File: src/rtl/stream_demux_pkg.sv
// stream_demux_pkg: shared constants, channel index type and slice helper for the 1-to-4 stream demux
package stream_demux_pkg;
   localparam int N_CH  = 4;
   localparam int SEL_W = 2;
   typedef logic [SEL_W-1:0] ch_idx_t;
   function automatic int slice_off(input int i, input int w);
      return i * w;
   endfunction
endpackage

File: src/rtl/demux_slot.sv
// demux_slot: one-entry output register slice with load/drain control and optional drain counter (STREAM_DEMUX_CNT_EN)
module demux_slot #(
   parameter int WIDTH = 8,
   parameter int CNT_W = 16
) (
   input  logic             clk,
   input  logic             rst_n,
   input  logic             load_i,
   input  logic [WIDTH-1:0] data_i,
   input  logic             ready_i,
   output logic             valid_o,
   output logic [WIDTH-1:0] data_o
`ifdef STREAM_DEMUX_CNT_EN
   ,output logic [CNT_W-1:0] cnt_o
`endif
);
   logic             full_q, full_d;
   logic [WIDTH-1:0] data_q, data_d;
   // a load wins over a drain so the slot sustains one beat per cycle
   always_comb begin
      full_d = load_i ? 1'b1 : (full_q & ready_i) ? 1'b0 : full_q;
      data_d = load_i ? data_i : data_q;
   end
   // slot state; a beat held at reset is discarded
   always_ff @(posedge clk or negedge rst_n) begin
      if (!rst_n) begin
         full_q <= 1'b0;
         data_q <= '0;
      end else begin
         full_q <= full_d;
         data_q <= data_d;
      end
   end
   assign valid_o = full_q;
   assign data_o  = data_q;
`ifdef STREAM_DEMUX_CNT_EN
   logic [CNT_W-1:0] cnt_q, cnt_d;
   // count drain handshakes, wrapping at the counter width
   always_comb cnt_d = (full_q & ready_i) ? cnt_q + 1'b1 : cnt_q;
   // counter register, cleared only by reset
   always_ff @(posedge clk or negedge rst_n) begin
      if (!rst_n) cnt_q <= '0;
      else        cnt_q <= cnt_d;
   end
   assign cnt_o = cnt_q;
`endif
endmodule

File: src/rtl/stream_demux_1to4.sv
// stream_demux_1to4: registered 1-to-4 valid/ready demux with per-lane slots; beat counters under STREAM_DEMUX_CNT_EN
module stream_demux_1to4
   import stream_demux_pkg::*;
#(
   parameter int WIDTH = 8,
   parameter int CNT_W = 16
) (
   input  logic                    clk,
   input  logic                    rst_n,
   input  logic                    in_valid,
   output logic                    in_ready,
   input  logic [WIDTH-1:0]        in_data,
   input  ch_idx_t                 in_sel,
   output logic [N_CH-1:0]         out_valid,
   input  logic [N_CH-1:0]         out_ready,
   output logic [N_CH*WIDTH-1:0]   out_data
`ifdef STREAM_DEMUX_CNT_EN
   ,output logic [N_CH*CNT_W-1:0]  beat_cnt
`endif
);
   logic [N_CH-1:0] load;
   // selected lane accepts when empty or draining this cycle (out_ready feeds in_ready combinationally)
   always_comb begin
      in_ready = ~out_valid[in_sel] | out_ready[in_sel];
      load     = (in_valid & in_ready) ? N_CH'(1) << in_sel : '0;
   end
   for (genvar i = 0; i < N_CH; i++) begin : g_slot
      demux_slot #(.WIDTH(WIDTH), .CNT_W(CNT_W)) u_slot (
         .clk     (clk),
         .rst_n   (rst_n),
         .load_i  (load[i]),
         .data_i  (in_data),
         .ready_i (out_ready[i]),
         .valid_o (out_valid[i]),
         .data_o  (out_data[slice_off(i, WIDTH) +: WIDTH])
`ifdef STREAM_DEMUX_CNT_EN
         ,.cnt_o  (beat_cnt[slice_off(i, CNT_W) +: CNT_W])
`endif
      );
   end
endmodule

File: config.mk
export PLATFORM = sky130hd
export DESIGN_NAME = stream_demux_1to4
export DESIGN_NICKNAME = d
export VERILOG_FILES = /design/src/rtl/stream_demux_pkg.sv /design/src/rtl/demux_slot.sv /design/src/rtl/stream_demux_1to4.sv
export SDC_FILE = /design/constraint.sdc
export NUM_CORES = 1
export LEC_CHECK = 0
export BUFFER_PORTS_ARGS = -buffer_cell sky130_fd_sc_hd__buf_2
export CELL_PAD_IN_SITES_DETAIL_PLACEMENT = 1
export CELL_PAD_IN_SITES_GLOBAL_PLACEMENT = 2
export CORE_MARGIN = 2
export CORE_UTILIZATION = 31
export CTS_BUF_LIST = sky130_fd_sc_hd__clkbuf_8 sky130_fd_sc_hd__clkbuf_16
export CTS_CLUSTER_DIAMETER = 200
export DETAILED_ROUTE_END_ITERATION = 10
export PLACE_DENSITY = 0.82
export SYNTH_ARGS = -nofsm -noshare
export SYNTH_HDL_FRONTEND = slang
export SYNTH_SLANG_ARGS = --single-unit
export TNS_END_PERCENT = 50
File: constraint.sdc
create_clock -name clk -period 1.9 [get_ports clk]
set_clock_uncertainty 0.1 [all_clocks]
set_input_delay 0.095 -clock clk [delete_from_list [all_inputs] [get_ports clk]]
set_output_delay 0.095 -clock clk [all_outputs]
set_load 0.005 [all_outputs]
==> flow_metrics.tcl <==
set metrics [dict create \
    layout.nets 173 \
    p_total_mw 1.98 \
    r2r-start "g_slot[2].u_slot.valid_o$_DFFE_PN0P_" \
    diodes 0 \
    tightest_slew_ns 0.780 \
    ios 54 \
    maxSlewViolCount 0 \
    status "finished clean" \
    crit_family "simple AND/OR/NAND/NOR gates" \
    fin_setup_tns_ns 0 \
    whs_path_depth 3 \
    yosysSeqAreaShare_pct 62.9 \
    ys_ff_latch 36 \
    track_usage_pct 13.8 \
    yosysWarningCount 0 \
    viasPerCell 4.65 \
    crit_path_cell_trace "nand2b_1 -> and3_1 -> mux2_2" \
    hold_end "g_slot[3].u_slot.valid_o$_DFFE_PN0P_" \
    yosysTopAreaCellShare_pct 62.9 \
    insertion_delay_ns 0.28 \
    post-route-min-period_ns 1.57 \
    post_synth.cell_area_avg_sq_um 15.6 \
    fin_hold_ws_ns 0.0125 \
    drtIter0Drc 15 \
    fp.coreArea_sq_mm 0.00441 \
    overflow 0 \
    peakVddDrop_v 0.000486 \
    crit_fanout 8 \
    vias 968 \
    worst_path_largest_cell_delay_ns 0.46 \
    crit_path_start_kind "flip-flop" \
    min_from "in_valid" \
    critPathBufInv 0 \
    cts_root_buffer "clkbuf_8" \
    grt_max_degree 37 \
    reg2reg_depth 3 \
    powerDensity_mw_per_mm2 1030 \
    finalSetupViolations 0 \
    die_x_microns 72.0 \
    power_leakage_nw 0.923 \
    final_cell_mix "buf_2 (53), dfrtp_1 (36), mux2_2 (32)" \
    layout_commonest_cell "buf_2" \
    synth_cell_type_count 13 \
    grt_pass1_vias 1080 \
    rrSetupSlack_ns 0.33 \
    wl_per_cell_microns 15.8 \
    hold_class "in -> reg" \
    fp-row-count 24 \
    synth_area_sq_mm 0.00143 \
    drive_above_1_share_pct 62.2 \
    synth_top_cell_by_area "dfrtp_1" \
    cts_setup_buffers 0 \
    min_period_over_period_pct 82.5 \
    slew_headroom_pct 48.0 \
    endpoint_kind "flip-flop" \
    design_area_sq_mm 0.00192 \
    syn_nets 109 \
    die_height_microns 72.0 \
    h-tree-depth 2 \
    cts_tree "done" \
    timing.rr.end "g_slot[2].u_slot.data_o[2]$_DFFE_PN0P_" \
    hold_viol 0 \
    grt_pass1_wl_microns 5340 \
    antenna_left 0 \
    maxCapViolCount 0 \
    max_freq_mhz 638 \
    synth_area_leaders "dfrtp_1 (63%), mux2_2 (25%), buf_4 (2.1%)" \
    wl_microns 3290 \
    antenna_found_initial 0 \
    clk_pin_slew_worst_paths_ns 0.07 \
    firstDrtPassIters 3 \
    cts_buffers 5 \
    clock-sinks 36 \
    clock_path_buffers 2 \
    rsz0062_at_grt "no" \
    drcViolationCount 0 \
    syn_to_final_growth_pct 34.0 \
    floorplan.initialDensity_pct 32.4 \
    port_buffers 53 \
    gp_congestion 0.697 \
    dieArea_sq_mm 0.00518 \
    critPathKind "reg -> reg" \
    dp_hpwl_microns 2430 \
    cpMaxStageDelayCell "and3_1" \
    synthCells 92 \
    postPlaceCellArea_sq_mm 0.00173 \
    cp.arrival_ns 1.63 \
    crit_required_ns 1.97 \
]
## logic make-up (layout without fill, tap and decap cells)
logic type	count (synthesis)	in the layout	synth area share, %
muxes	33	33	26.7
AOI/OAI and AO/OA	1	1	0.349
and+or+nand+nor	15	15	6.82
buffers and inverters	7	71	3.15
DFF	36	36	62.9
## registers in the layout (all words and copies together), names as in the netlist
signal / count
g_slot.u_slot.valid_o: 4
g_slot.u_slot.data_o: 32
## through the flow
step	cells	setup WS [ns]	utilization [%]
after floorplan	92	0.530	-
after global placement	192	0.346	39.2
after detailed placement	192	0.316	39.2
after CTS	208	0.306	43.5
after global routing	208	0.240	43.5
final	208	0.332	43.5
## worst reg2reg max path: cells and delay by family, from the launching register on
family	cells	cell delay (ns)
AND/OR/NAND/NOR	2	0.58
multiplexers	1	0.40
flip-flops	1	0.38
## how the worst max path moves through the flow
| stage | start | end | slack (ns) | cells after the start |
|---|---|---|---|---|
| after detailed placement | g_slot[2].u_slot.valid_o$_DFFE_PN0P_ | g_slot[2].u_slot.data_o[2]$_DFFE_PN0P_ | 0.32 | 3 |
| after floorplan | g_slot[1].u_slot.valid_o$_DFFE_PN0P_ | g_slot[1].u_slot.data_o[0]$_DFFE_PN0P_ | 0.53 | 3 |
| final | g_slot[2].u_slot.valid_o$_DFFE_PN0P_ | g_slot[2].u_slot.data_o[2]$_DFFE_PN0P_ | 0.33 | 3 |
| after CTS | g_slot[2].u_slot.valid_o$_DFFE_PN0P_ | g_slot[2].u_slot.data_o[2]$_DFFE_PN0P_ | 0.31 | 3 |
| after global placement | g_slot[2].u_slot.valid_o$_DFFE_PN0P_ | g_slot[2].u_slot.data_o[2]$_DFFE_PN0P_ | 0.35 | 3 |
| after global routing | g_slot[2].u_slot.valid_o$_DFFE_PN0P_ | g_slot[2].u_slot.data_o[2]$_DFFE_PN0P_ | 0.24 | 3 |
## layer usage
layer	up-vias	part of all wire, %	track usage [%]
met1	475	46	17.7
met3	4	9.7	5.97
li1	442	-	-
met4	0	1.0	4.40
met2	47	43	21.2
met5	-	0	0
## cells in the mapped netlist
cell type and instances:
dfrtp_1 36, mux2_2 32, nand2_1 5, buf_4 4
nand2b_1 4, buf_2 3, nor2b_1 2, and3_1 1
mux4_2 1, nand3_1 1, nand3b_2 1, nor3b_4 1
o21ai_0 1
## cell type report
type,instances,area (sq um)
tap,52,65.1
timing repair buffer,64,370
multi-input combinational,49,485
fill,460,2500
sequential,36,901
clock buffer,7,96.3
## where the power goes
group / internal (mW) / leakage, nW / switching, mW / total [mW]
sequential: 0.917 / 0.431 / 0.0776 / 0.995
clock: 0.323 / 0.0503 / 0.253 / 0.576
combinational: 0.245 / 0.442 / 0.165 / 0.410
total: 1.49 / 0.923 / 0.496 / 1.98
## repair_timing
action	CTS	global route
endpoints found under the hold margin	64	0
setup endpoints to repair	0	0
resized for setup	0	0
hold buffers	9	0
No activity file was read; power rests on OpenSTA's default activity.
